==> config.mk <==
export PLATFORM = sky130hd
export DESIGN_NAME = clk_div_prog
export DESIGN_NICKNAME = d
export VERILOG_FILES = /design/src/rtl/clk_div_prog_pkg.sv /design/src/rtl/clk_div_prog.sv
export SDC_FILE = /design/constraint.sdc
export NUM_CORES = 1
export LEC_CHECK = 0
export CAP_MARGIN = 10
export CORE_MARGIN = 5
export CORE_UTILIZATION = 59
export CTS_CLUSTER_DIAMETER = 30
export DETAILED_ROUTE_END_ITERATION = 6
export PLACE_DENSITY = 0.84
export RECOVER_POWER = 100
export SLEW_MARGIN = 25
export SYNTH_ARGS = -nofsm -noshare
export SYNTH_HDL_FRONTEND = slang
export SYNTH_SLANG_ARGS = --single-unit
==> constraint.sdc <==
create_clock -name clk -period 5.1 [get_ports clk]
set_input_delay 1.275 -clock clk [delete_from_list [all_inputs] [get_ports clk]]
set_output_delay 1.275 -clock clk [all_outputs]
set_load 0.02 [all_outputs]
==> src/rtl/clk_div_prog_pkg.sv <==
// Shared constants and FSM state type for the programmable serial clock divider.
package clk_div_prog_pkg;

    localparam logic CLK_CS_ENABLE = 1'b1;

    typedef enum logic [1:0] {
        ST_IDLE  = 2'd0,
        ST_RUN   = 2'd1,
        ST_DRAIN = 2'd2
    } cdp_state_e;

endpackage

==> src/rtl/clk_div_prog.sv <==
// Programmable serial clock generator: runtime half-period, idle polarity, burst or
// continuous mode, glitch-free stop, and lead/trail edge strobes for the shift logic.
//
// state    | meaning
// ---------+----------------------------------------------------------------
// ST_IDLE  | clk_cs parked at cpol, waiting for start with enable
// ST_RUN   | generating periods, enable still asserted
// ST_DRAIN | enable dropped mid-period; finishing the current period only
module clk_div_prog
    import clk_div_prog_pkg::*;
#(
    parameter int CNT_W   = 8,
    parameter int BURST_W = 8
) (
    input  logic               clk,
    input  logic               rst,
    input  logic               clk_cs_en,
    input  logic               start,
    input  logic [CNT_W-1:0]   div_half,
    input  logic               cpol,
    input  logic [BURST_W-1:0] burst_len,
    output logic               clk_cs,
    output logic               lead_stb,
    output logic               trail_stb,
    output logic               busy,
    output logic               done
);

    cdp_state_e         state, state_nx;
    logic [CNT_W-1:0]   cnt;
    logic [BURST_W-1:0] periods;
    logic [BURST_W-1:0] periods_inc;
    logic [CNT_W-1:0]   div_half_q;
    logic [BURST_W-1:0] burst_len_q;
    logic               cpol_q;

    logic en;
    logic active;
    logic at_edge;
    logic idle_phase;
    logic lead_ev;
    logic trail_ev;
    logic stop_idle;
    logic last;
    logic launch;

    assign en          = (clk_cs_en == CLK_CS_ENABLE);
    assign busy        = (state != ST_IDLE);
    assign periods_inc = periods + 1'b1;

    always_comb begin
        launch     = 1'b0;
        active     = 1'b0;
        at_edge    = 1'b0;
        idle_phase = (clk_cs == cpol_q);
        lead_ev    = 1'b0;
        trail_ev   = 1'b0;
        stop_idle  = 1'b0;
        last       = 1'b0;
        state_nx   = state;

        case (state)
            ST_IDLE: begin
                if (start && en) begin
                    launch   = 1'b1;
                    state_nx = ST_RUN;
                end
            end
            ST_RUN, ST_DRAIN: begin
                // the cycle carrying done is a dead cycle before returning to idle
                active    = !done;
                at_edge   = active && (cnt == div_half_q);
                lead_ev   = at_edge && idle_phase && en;
                // enable gone right before a leading edge: stop without starting a period
                stop_idle = at_edge && idle_phase && !en;
                trail_ev  = at_edge && !idle_phase;
                last      = stop_idle ||
                            (trail_ev && ((state == ST_DRAIN) || !en ||
                                          ((burst_len_q != '0) && (periods_inc == burst_len_q))));
                if (done) begin
                    state_nx = ST_IDLE;
                end else if ((state == ST_RUN) && !en && !idle_phase && !at_edge) begin
                    state_nx = ST_DRAIN;
                end
            end
            default: state_nx = ST_IDLE;
        endcase
    end

    always_ff @(posedge clk or negedge rst) begin
        if (!rst) begin
            state     <= ST_IDLE;
            clk_cs    <= 1'b0;
            lead_stb  <= 1'b0;
            trail_stb <= 1'b0;
            done      <= 1'b0;
        end else begin
            state     <= state_nx;
            lead_stb  <= lead_ev;
            trail_stb <= trail_ev;
            done      <= last;
            if (state == ST_IDLE) begin
                clk_cs <= cpol;
            end else if (lead_ev || trail_ev) begin
                clk_cs <= ~clk_cs;
            end
        end
    end

    always_ff @(posedge clk or negedge rst) begin
        if (!rst) begin
            div_half_q  <= '0;
            burst_len_q <= '0;
            cpol_q      <= 1'b0;
        end else if (state == ST_IDLE) begin
            cpol_q <= cpol;
            if (launch) begin
                div_half_q  <= div_half;
                burst_len_q <= burst_len;
            end
        end
    end

    always_ff @(posedge clk or negedge rst) begin
        if (!rst) begin
            cnt <= '0;
        end else if (!active || at_edge) begin
            cnt <= '0;
        end else begin
            cnt <= cnt + 1'b1;
        end
    end

    always_ff @(posedge clk or negedge rst) begin
        if (!rst) begin
            periods <= '0;
        end else if (state == ST_IDLE) begin
            periods <= '0;
        end else if (trail_ev) begin
            periods <= periods_inc;
        end
    end

endmodule

Yosys cells after proc, flatten, opt, wreduce, memory -nomap -nowiden --
Cells that the tools add are included.
Operators by class: muxes and demuxes 16, add/subtract/negate cells 2, reductions and logical operators 29, bitwise logic cells 1, eq/ne operators 7
Operators with widths (number):
- two-way mux 8 bit | 3
- adder 8 x 1 -> 8 bit, second input constant | 2
- == test 8 bit | 2
- logical AND 1 bit | 11
- two-way mux 1 bit | 9
- nonzero test 8 bit | 1
- two-way mux 2 bit | 3
- nonzero test 2 bit | 3
- zero test 1 bit | 5
- logical OR 1 bit | 5
- case mux 2 bit (2 select lines) | 1
- AND reduction 2 bit | 2
- != test 3 bit, second input constant | 1
- == test 2 x 1 -> 1 bit, second input constant | 1
- == test 2 bit, second input constant | 1
- zero test 2 bit | 1
- != test 2 bit, second input constant | 1
- OR reduction 2 bit | 1
- == test 1 bit | 1
- inverter 1 bit | 1
Word-level totals: input bits 21, register bits after elaboration 39, word-level logic and storage cells 65

Logic depth before layout (Yosys ltp) --
Gate-level depths: netlist of the first run.
depth in word-level cells 8, mapped depth 8, mapped depth without buffers 8

Worst setup path before layout of the first run --
No wires, ideal clock.
kind input -> register, from in clk_cs_en, to reg burst_len_q[6], required time 4.975 ns, cell stages on the path 4, slack 2.605 ns, path buffers 2, setup time 0.125 ns, arrival time 2.370 ns, cell sequence clkbuf_1 > nand3_1 > clkbuf_1 > mux2_2
Between the ends: cells in the longest elaborated chain, start to end 4
RTL lines:
- from (decl) | RTL line clk_div_prog.sv:17 | input logic clk_cs_en,
- logical AND 1 bit | RTL line clk_div_prog.sv:64 | if (start && en) begin
- two-way mux 1 bit | RTL line clk_div_prog.sv:64
- two-way mux 1 bit | RTL line clk_div_prog.sv:62 | case (state)
- AND reduction 2 bit (no source line)
- to (signal assigned) | RTL line clk_div_prog.sv:119 | burst_len_q <= burst_len;
- to (decl) | RTL line clk_div_prog.sv:34 | logic [BURST_W-1:0] burst_len_q;
No other way between the ends. A chain may end at the register's enable or synchronous reset.

Worst setup path after layout of the first run --
from reg state[0], to out busy
Between the ends: cells in the longest elaborated chain, start to end 1
RTL lines:
- from (decl) | RTL line clk_div_prog.sv:29 | cdp_state_e state, state_nx;
- from (signal assigned) | RTL line clk_div_prog.sv:98 | state <= state_nx;
- nonzero test 2 bit | RTL line clk_div_prog.sv:48 | assign busy = (state != ST_IDLE);
- to (decl) | RTL line clk_div_prog.sv:25 | output logic busy,
No other way between the ends.

==> metrics.csv, run 1 <==
stage,metric,value,unit
run_status,status,"finished, violations left",
run_status,violations,"max-capacitance violations, max-slew violations",
synth,synth_edf_count,0,
placed_design,dpl.hpwl,2980,um
clock_network,cts_root_buf,clkbuf_4,
final_layout,syn2layout_area_growth,17.0,%
floorplan,die_y,68.8,um
synth,ys_seq_elements,39,
timing,clock_skew,14.7,ps
synth,synth_top_cell_by_area,dfrtp_1,
timing,fmax,289,MHz
critical_path,start_kind,register,
placed_design,gp_congestion,0.785,
synth,synth_flop_cell,dfrtp_1,
clock_network,htreeDepth,2,
timing,tightest_slew,2020,ps
grt,grt-ovfl-total,0,
timing,drv_slew,40,
floorplan,rows,21,
synth,async_flop_share,100,%
synth,yosys-top-cells-area,"dfrtp_1, mux2_2, xor2_1",
critical_path,slowest_delay,690,ps
synth,yosysWarningCount,0,
clock_network,clk_pin_slew,130,ps
grt,grt_use_total,19.7,%
floorplan,start_util,61.2,%
timing,setup_tns,0,ps
critical_path,cpMaxStageDelayCell,dlygate4sd3_1,
power,leakage,1.05,nW
synth,yosysUniqueCellTypes,39,
worst_hold_path,min_from,div_half_q[4],
floorplan,dieArea,4740,um2
placed_design,dp_cells,258,
timing,setup_viol,0,
final_layout,diodes,0,
critical_path,setup.worst_path.class,reg -> out,
route,dr.pass1.iters,4,
critical_path,critPathMaxFanout,13,
synth,ys_seq_area_share,47.8,%
synth,postSynthCellCount,191,
synth,syn_area,2040,um2
grt,grt_pass1_vias,1444,
route,wl_per_cell,15.3,um
route,via_per_inst,5.74,
timing,fin_crit_sh,67.8,%
route,drc,0,
synth,syn_nets,218,
final_layout,layout.nets,246,
worst_hold_path,hold_class,reg -> reg,
job,drv_cap,1,
critical_path,startpoint,state[0],
clock_network,clockBufferDepth,2,
synth,synth_top_area_share,47.8,%
final_layout,fin_util,71.7,%
final_layout,drive_above_1_share,12.3,%
synth,avgSynthCellArea,10.7,um2
timing,hold_viol,0,
power,powerDensity,457,nW/um2
power,power,0.00109,W
placed_design,io_buffers,25,
floorplan,core_area,3340,um2
timing,whs,544,ps
clock_network,postCtsSetupRepairBufs,0,
route,drt_iter0_drc,65,
critical_path,cp_cell_sequence,inv_1 > ha_1 > inv_1 > dlygate4sd3_1,
grt,grt_pass1_wl,6740,um
grt,antenna_found_initial,0,
timing,min_period,3460,ps
floorplan,dieWidth,68.8,um
final_layout,finalNonFillerCells,266,
power,ir_drop,0.000286,V
timing,rsz0062_at_grt,no,
timing,slew_headroom,-34.6,%
route,ant_nets,0,
critical_path,critical_path.reg2reg.startpoint,cnt[6],
final_layout,fillerInstances,267,
route,vias,1526,
critical_path,cp.arrival,2180,ps
clock_network,cts_sinks,39,
clock_network,insertion_delay,350,ps
grt,grt_max_degree,40,
critical_path,worstPathRequired,3830,ps
clock_network,cts_tree,built,
critical_path,crit_top_cell,inv_1,
clock_network,cts_hold_buf,0,
route,routed_wl,4060,um
critical_path,end_kind,output pin,
clock_network,cts_inserted_buffers,5,
clock_network,cts_resized,0,
floorplan,pin_count,26,
[report_power, final]
group          internal, W  switching, W
logic             0.000189      0.000207
clock network     0.000103      0.000106
registers         0.000399     0.0000893
total             0.000691      0.000403
[state kept, by name (all words and copies together), names as in the netlist, 2 cells and up]
register	flops
periods	8
state	2
burst_len_q	8
div_half_q	8
cnt	8
[stage by stage]
step / cell area (um2) / worst slack, ps
after floorplan: 2040 / 2610
after global placement: 2320 / 2080
after global routing: 2390 / 1520
after detailed placement: 2320 / 2000
after CTS: 2400 / 1720
final: 2390 / 1640
[critical path: cells and delay by family, from the launching register on]
kind / cells / cell delay (ps)
buffers and inverters: 3 / 950
adders and majority gates: 1 / 450
DFF: 1 / 430
[logic make-up (layout without fill, tap and decap cells)]
group | after synthesis | count (layout) | share of synthesized area [%]
and+or+nand+nor | 62 | 62 | 17.3
AOI/OAI and AO/OA | 31 | 31 | 9.19
xor gates and xnor gates | 25 | 25 | 10.7
DFF | 39 | 39 | 47.8
adders and majority gates | 6 | 6 | 3.67
buffers and inverters | 12 | 41 | 2.57
muxes | 16 | 16 | 8.82
[worst paths after layout]
check / to / slack (ps) / depth (start not counted)
hold / removal: div_half_q[4] / 540 / 1
min in group asynchronous: lead_stb / 1480 / 1
hold reg to reg: div_half_q[4] / 540 / 1
setup reg to reg: periods[3] / 2590 / 5
setup / recovery: busy / 1640 / 4
max in group asynchronous: burst_len_q[3] / 2460 / 1
[cell usage in the layout (no fill, tap or decap), types with 2 or more instances in the layout]
cell type / instances
dfrtp_1: 39
xor2_1: 17
clkdlybuf4s50_1: 17
mux2_2: 16
nor2_1: 15
nand2_1: 13
nand3_1: 11
o21ai_0: 9
xnor2_1: 8
inv_1: 7
a21oi_1: 7
dlygate4sd3_1: 7
ha_1: 6
or3_1: 5
clkbuf_4: 5
o21ai_1: 4
nor2b_1: 3
and3_1: 3
a211oi_1: 3
nor4_1: 2
nand4b_1: 2
[synthesized netlist by cell type, drive strengths merged, types with 2 or more instances]
cell,count
nor2b,3
or3,5
ha,6
xnor2,8
dfrtp,39
nand2,13
mux2,16
a211oi,3
nand3,11
nor4,3
clkbuf,3
nor2,15
xor2,17
nand4,2
o21ai,13
a21oi,7
inv,8
nand4b,2
and3,3
nor3,2
[final cells by class]
cell class	count	area (um2)	area share, %
repair buffers	25	244	10.2
inverters	8	30.0	1.26
multi-input cells	140	1000	41.9
clock buffers	5	37.5	1.57
flip-flops and latches	39	976	40.8
well taps	46	57.6	2.41
clock inverters	3	43.8	1.83
[routing by layer]
| metal | global-route usage, % | up-vias | wire, um |
|---|---|---|---|
| li1 | - | 728 | - |
| met1 | 26.0 | 752 | 1840 |
| met2 | 31.1 | 44 | 1990 |
| met3 | 5.19 | 2 | 207 |
| met4 | 7.79 | 0 | 29 |
| met5 | 0 | - | 0 |
No activity file was read; power rests on OpenSTA's default activity.
==> inputs of run 2 (changes only) <==
--- a/config.mk
+++ b/config.mk
@@ -7,10 +7,10 @@
 export LEC_CHECK = 0
 export CAP_MARGIN = 10
 export CORE_MARGIN = 5
-export CORE_UTILIZATION = 59
+export CORE_UTILIZATION = 55
 export CTS_CLUSTER_DIAMETER = 30
 export DETAILED_ROUTE_END_ITERATION = 6
-export PLACE_DENSITY = 0.84
+export PLACE_DENSITY = 0.79
 export RECOVER_POWER = 100
 export SLEW_MARGIN = 25
 export SYNTH_ARGS = -nofsm -noshare
==> constraint.sdc (replaced) <==
create_clock -name clk -period 3.45 [get_ports clk]
set_input_delay 0.8625 -clock clk [delete_from_list [all_inputs] [get_ports clk]]
set_output_delay 0.8625 -clock clk [all_outputs]
set_load 0.02 [all_outputs]
==> run 2 against run 1 <==
  * The run still ends with max-capacitance violations, max-slew violations left
  * Hold slack got worse by 19 ps
  * Cell area rose by 0.37%
  * Sequential power increased by 49%
  * Critical endpoint unchanged
  * Die area is 6.2% higher
  * Sequential share of layout area decreased by 0.15 points
  * Routed wire length down 3.3%
  * Setup slack got worse by 1200 ps
  * Register-to-register slack got worse by 1700 ps
  * Largest cell class unchanged
  * Total power increased by 48%
  * Largest power group unchanged
  * Critical path type unchanged
  * Sequential cell count unchanged
  * Via count shrank 0.59%
==> metrics.csv, run 2 (same netlist as run 1, synthesis figures left out) <==
stage,metric,value,unit
run_status,status,"finished, violations left",
run_status,violations,"max-capacitance violations, max-slew violations",
clock_network,cts_root_buf,clkbuf_8,
critical_path,cp.arrival,2100,ps
final_layout,final_common_cell,dfrtp_1,
timing,min_period,2960,ps
power,p_sw,0.000586,W
timing,rsz0062_at_grt,no,
grt,met1_usage,22.1,%
placed_design,dpl.hpwl,2940,um
floorplan,dieArea,5030,um2
grt,grt-ovfl-total,0,
grt,grt_max_degree,40,
final_layout,layout.nets,246,
clock_network,cts_tree,built,
grt,grt_use_total,17.2,%
final_layout,drive_above_1_share,11.9,%
critical_path,critical_path.reg2reg.startpoint,state[0],
timing,fmax,338,MHz
worst_hold_path,hold_class,reg -> reg,
timing,whs,524,ps
grt,antenna_found_initial,0,
route,vias,1517,
route,drt_iter0_drc,158,
final_layout,syn2layout_area_growth,17.5,%
timing,tightest_slew,1990,ps
clock_network,clockBufferDepth,2,
route,ant_nets,0,
route,dr.pass1.iters,4,
placed_design,gp_congestion,0.891,
timing,hold_viol,0,
critical_path,r2r_slack,900,ps
floorplan,rows,22,
critical_path,end_kind,output pin,
timing,slew_headroom,-33.0,%
timing,drv_slew,40,
route,wl_per_cell,14.7,um
power,p_seq_share,44.9,%
clock_network,clk_pin_slew,70,ps
route,via_per_inst,5.68,
clock_network,htreeDepth,2,
grt,busiest_layer,met2,
critical_path,critPathMaxFanout,13,
floorplan,dieWidth,71.0,um
floorplan,core_area,3630,um2
job,drv_cap,1,
clock_network,cts_sinks,39,
timing,setup_viol,0,
grt,global_route.usage.met3,4.69,%
clock_network,cts_hold_buf,0,
power,ir_drop,0.000412,V
critical_path,crit_path_end,busy,
grt,grt_pass1_wl,6950,um
power,power,0.00161,W
critical_path,start_kind,register,
power,powerDensity,673,nW/um2
critical_path,r2r_end,periods[7],
route,drc,0,
floorplan,die_y,71.0,um
timing,setup_tns,0,ps
grt,grt_pass1_vias,1487,
floorplan,pin_count,26,
grt,grt_use_met2,28.8,%
placed_design,io_buffers,25,
power,comb_power_share,36.2,%
critical_path,setup.worst_path.class,reg -> out,
critical_path,r2r_cells,6,
timing,clock_skew,9.45,ps
route,routed_wl,3930,um
critical_path,worstPathRequired,2590,ps
power,leakage,1.06,nW
critical_path,startpoint,state[0],
clock_network,cts_inserted_buffers,5,
final_layout,final_cell_mix,"dfrtp_1, clkdlybuf4s50_1, xor2_1",
final_layout,diodes,0,
timing,fin_crit_sh,85.8,%
power,power.share.switching,36.3,%
clock_network,cts_resized,0,
clock_network,insertion_delay,290,ps
power,internal_power,0.00103,W
floorplan,start_util,56.2,%
power,clkPwrFrac,18.9,%
clock_network,postCtsSetupRepairBufs,0,
## run 2: cell types whose count changed in the layout (fill, tap and decap cells not counted), sizes merged
cell	delta
bufinv	-1
clkbuf	+1
clkdlybuf4s50	+1
clkinv	-2
dlygate4sd3	-1
inv	+1
## run 2: through the flow
| stage | worst slack (ps) | cells | util (%) | instance area (um2) |
|---|---|---|---|---|
| floorplan | 1370 | 191 | - | 2040 |
| global placement | 803 | 260 | 64.0 | 2330 |
| detailed placement | 712 | 260 | 64.0 | 2330 |
| CTS | 589 | 267 | 66.4 | 2410 |
| global route | 389 | 267 | 66.0 | 2400 |
| finish | 489 | 267 | 66.0 | 2400 |
## run 2: worst min-delay path by stage
stage                        startpoint       endpoint  slack (ps)  depth (start not counted)
after floorplan           div_half_q[2]  div_half_q[2]         500                          1
after global placement    div_half_q[7]  div_half_q[7]         510                          1
after detailed placement  div_half_q[6]  div_half_q[6]         510                          1
after CTS                 div_half_q[6]  div_half_q[6]         530                          1
after global routing      div_half_q[6]  div_half_q[6]         540                          1
final                     div_half_q[6]  div_half_q[6]         520                          1
## run 2: layout make-up
cell class	count	area [um2]
fillers	297	1230
multi-input cells	140	1000
flip-flops and latches	39	976
repair buffers	25	244
clock buffers	6	82.6
well taps	48	60.1
inverters	8	30.0
clock inverters	1	5.00
## run 2: routing by layer
metal  vias up  wire length (um)
li1        724                 -
met1       734              1650
met2        53              2010
met3         6               236
met4         0                31
met5         -                 0
## run 2: power groups by stage
stage / Clock (W) / Combinational, W / Sequential [W]
6_report: 0.000306 / 0.000584 / 0.000725
5_1_grt: 0.000337 / 0.000649 / 0.000743
4_1_cts: 0.000315 / 0.000610 / 0.000726
3_5_place_dp: 0 / 0.000603 / 0.000735
3_3_place_gp: 0 / 0.000571 / 0.000723
2_1_floorplan: 0 / 0.000450 / 0.000703
## run 2: critical path, cell delays in order (launching register included)
cell and delay [ps]:
dfrtp_1 420, inv_1 100, ha_1 470, inv_1 140, dlygate4sd3_1 680
==> variant 1 (flow settings as in run 2) <==
Encoding of `cdp_state_e`: now one-hot (3 bits for 3 states).
--- a/src/rtl/clk_div_prog_pkg.sv
+++ b/src/rtl/clk_div_prog_pkg.sv
@@ -5,6 +5,6 @@
 
-    typedef enum logic [1:0] {
-        ST_IDLE  = 2'd0,
-        ST_RUN   = 2'd1,
-        ST_DRAIN = 2'd2
+    typedef enum logic [2:0] {
+        ST_IDLE  = 3'b001,
+        ST_RUN   = 3'b010,
+        ST_DRAIN = 3'b100
     } cdp_state_e;
Check against the original RTL: same outputs for any inputs over 10 cycles, from zero or initial values and one cycle with rst low; not proved beyond that.
==> variant 1 against run 2 <==
- the flow still finishes with violations (capacitance limit, slew limit)
- sequential cell count up 1
- cell area increased by 1.9%
- total power increased by 1.5%
- routed wire length grew 1.3%
- largest power group unchanged
- combinational power rose by 4.3%
- clock skew barely moved
- area after synthesis grew 2.1%
- setup slack worse by 0.11 ns
==> variant 1: results (changes against run 2) <==
[status]
status = complete, but fails checks  ; unchanged
violations = capacitance limit, slew limit  ; unchanged

[routing]
wl_per_cell_um = 14.5  ; was 14.7 um
m1WireLength_mm = 1.70  ; was 1.65 mm
wl_met3_um = 257  ; was 236 um
via_count = 1533  ; was 1517

[yosys]
syn_nets = 216  ; was 218
synthXorXnorAreaFrac_pct = 10.9  ; was 10.7%
seq_area_frac_synth_pct = 48.1  ; was 47.8%

[global_route]
track_usage_pct = 17.8  ; was 17.2%
grt_start_max_net_pins = 41  ; was 40
grtUsageMet2_pct = 28.6  ; was 28.8%

[worst_setup_path]
crit_arrival_ns = 3.25  ; was 2.10 ns
crit_family = simple AND/OR/NAND/NOR gates  ; was buffers and inverters
max_stage_delay_ns = 0.88  ; was 0.68 ns
reg2reg_to = periods[5]$_DFFE_PN0P_  ; was periods[7]$_DFFE_PN0P_
critPathSlowestCell = nor4_1  ; was dlygate4sd3_1

[placed_design]
place_area_um2 = 2390  ; was 2330 um^2
pre_cts_ws_ns = 0.852  ; was 0.712 ns

[flow_run]
maxCapViolCount = 1  ; unchanged

[min_path]
min_from = div_half_q[3]$_DFFE_PN0P_  ; was div_half_q[6]$_DFFE_PN0P_

[cells_and_area]
drive_above_1_share_pct = 14.6  ; was 11.9%

[power]
peakVddDrop_mv = 0.435  ; was 0.412 mV
power.leakage_nw = 1.00  ; was 1.06 nW

[sta]
slew_viol_final = 41  ; was 40

## variant 1: cell types whose count changed after synthesis, sizes merged, moves of 4 or more
cell / before / now
ha: 6 / 2
nor2: 15 / 19
mux2i: 0 / 5
o21ai: 13 / 7
a21oi: 7 / 2
nand2: 13 / 17
xor2: 17 / 4
xnor2: 8 / 22
or3: 5 / 1
mux2: 16 / 21
## variant 1: report_power, final
part           leakage (nW)  internal [mW]  switching [mW]
combinational         0.447          0.325           0.284
clock                0.0412          0.141           0.158
sequential            0.515          0.600           0.131
total                  1.00           1.07           0.572
## variant 1: layout make-up
cell class | instances | area, um^2
clock inverters | 2 | 12.5
flip-flops and latches | 40 | 1000
multi-input cells | 144 | 1020
inverters | 7 | 26.3
clock buffers | 6 | 72.6
well taps | 48 | 60.1
repair buffers | 27 | 251
fillers | 289 | 1210
==> variant 2 (settings of run 2) <==
Made on the original files. `CLK_CS_ENABLE`: 1'b1 -> 1'b0.
--- a/src/rtl/clk_div_prog_pkg.sv
+++ b/src/rtl/clk_div_prog_pkg.sv
@@ -3,3 +3,3 @@
 
-    localparam logic CLK_CS_ENABLE = 1'b1;
+    localparam logic CLK_CS_ENABLE = 1'b0;
 
Formal check against the unedited RTL: not equivalent (a bounded check fails within 4 cycles, from zero or initial values and one cycle with rst low).
==> variant 2 against run 2 <==
- cell area fell by 0.10%
- setup slack improved by 0.33 ns
- fmax rose by 13%
- total power rose by 0.54%
- first-iteration DRC count fell by 47%
- count of clock-buffer cells in the layout fell by 1
- global-route usage rose by 0.45 points
- area after synthesis fell by 0.73%
- the run still ends with capacitance limit, slew limit left
- clock skew fell by 0.0011 ns
- sequential cell count did not move
- register-to-register slack got worse by 0.03 ns
- routed wire length rose by 4.1%
- sequential share of layout area barely moved
==> variant 2: results (changes against run 2) <==
[status]
violations = capacitance limit, slew limit  ; unchanged
status = complete, but fails checks  ; unchanged

[routing]
met2_length_mm = 2.02  ; was 2.01 mm
wl_mm = 4.09  ; was 3.93 mm
m1WireLength_mm = 1.77  ; was 1.65 mm
via_count = 1528  ; was 1517

[power]
power.leakage_nw = 1.06  ; about the same
peakVddDrop_mv = 0.466  ; was 0.412 mV

[yosys]
syn-mean-instance-area_um2 = 10.7  ; about the same
syn_nets = 217  ; was 218
seq_area_frac_synth_pct = 48.1  ; was 47.8%
synth.distinct_cells = 36  ; was 39
synth.top_cells.by_area = dfrtp_1, mux2_2, xor2_1  ; unchanged

[worst_setup_path]
r2r-start = cnt[2]$_DFF_PN0_  ; was state[0]$_DFFE_PN0P_
rr_worst_depth = 5  ; was 6
path_max_fanout = 4  ; was 13
crit_arrival_ns = 1.77  ; was 2.10 ns

[placed_design]
place_area_um2 = 2320  ; was 2330 um^2
place_congestion = 0.873  ; was 0.891

[global_route]
grt_pass1_wl_mm = 7.04  ; was 6.95 mm
grt_use_met1_pct = 22.4  ; was 22.1%
met3_usage_pct = 5.11  ; was 4.69%
track_usage_pct = 17.7  ; was 17.2%
grtUsageMet2_pct = 28.6  ; was 28.8%

[cells_and_area]
drive_above_1_share_pct = 12.7  ; was 11.9%

[flow_run]
maxCapViolCount = 1  ; unchanged

[min_path]
worstHoldEndpoint = div_half_q[7]$_DFFE_PN0P_  ; was div_half_q[6]$_DFFE_PN0P_

[sta]
setup_ws_ns = 0.822  ; was 0.489 ns
slew_viol_final = 40  ; unchanged
finalHoldWorstSlack_ns = 0.530  ; was 0.524 ns

==> variant 2: power breakdown <==
group          switching, mW  leakage, nW  internal, mW
sequential             0.142        0.502         0.590
combinational          0.303        0.517         0.275
clock                  0.170       0.0402         0.141
==> variant 2: cell families (layout without fill, tap and decap cells) <==
group	Yosys count	count (layout)	share of synthesized area (%)
and+or+nand+nor	59	59	16.2
DFF	39	39	48.1
AOI/OAI and AO/OA	31	31	9.32
xor gates and xnor gates	25	25	10.8
muxes	16	16	8.88
buffers and inverters	14	45	2.96
adders and majority gates	6	6	3.70
==> variant 2: cell type report <==
class                           instances  area (um^2)
Clock buffer                            5         68.8
Clock inverter                          3         20.0
Fill cell                             291         1210
Inverter                               11         41.3
Multi-Input combinational cell        137          980
Sequential cell                        39          976
Tap cell                               48         60.1
Timing Repair Buffer                   26          251
==> variant 2: worst reg2reg max path: stages, from the launching register on <==
cell and delay, ns:
dfrtp_1 0.44, xor2_1 0.19, nor4_1 0.51, nand4_1 0.66, or3_1 0.56, a21oi_1 0.15
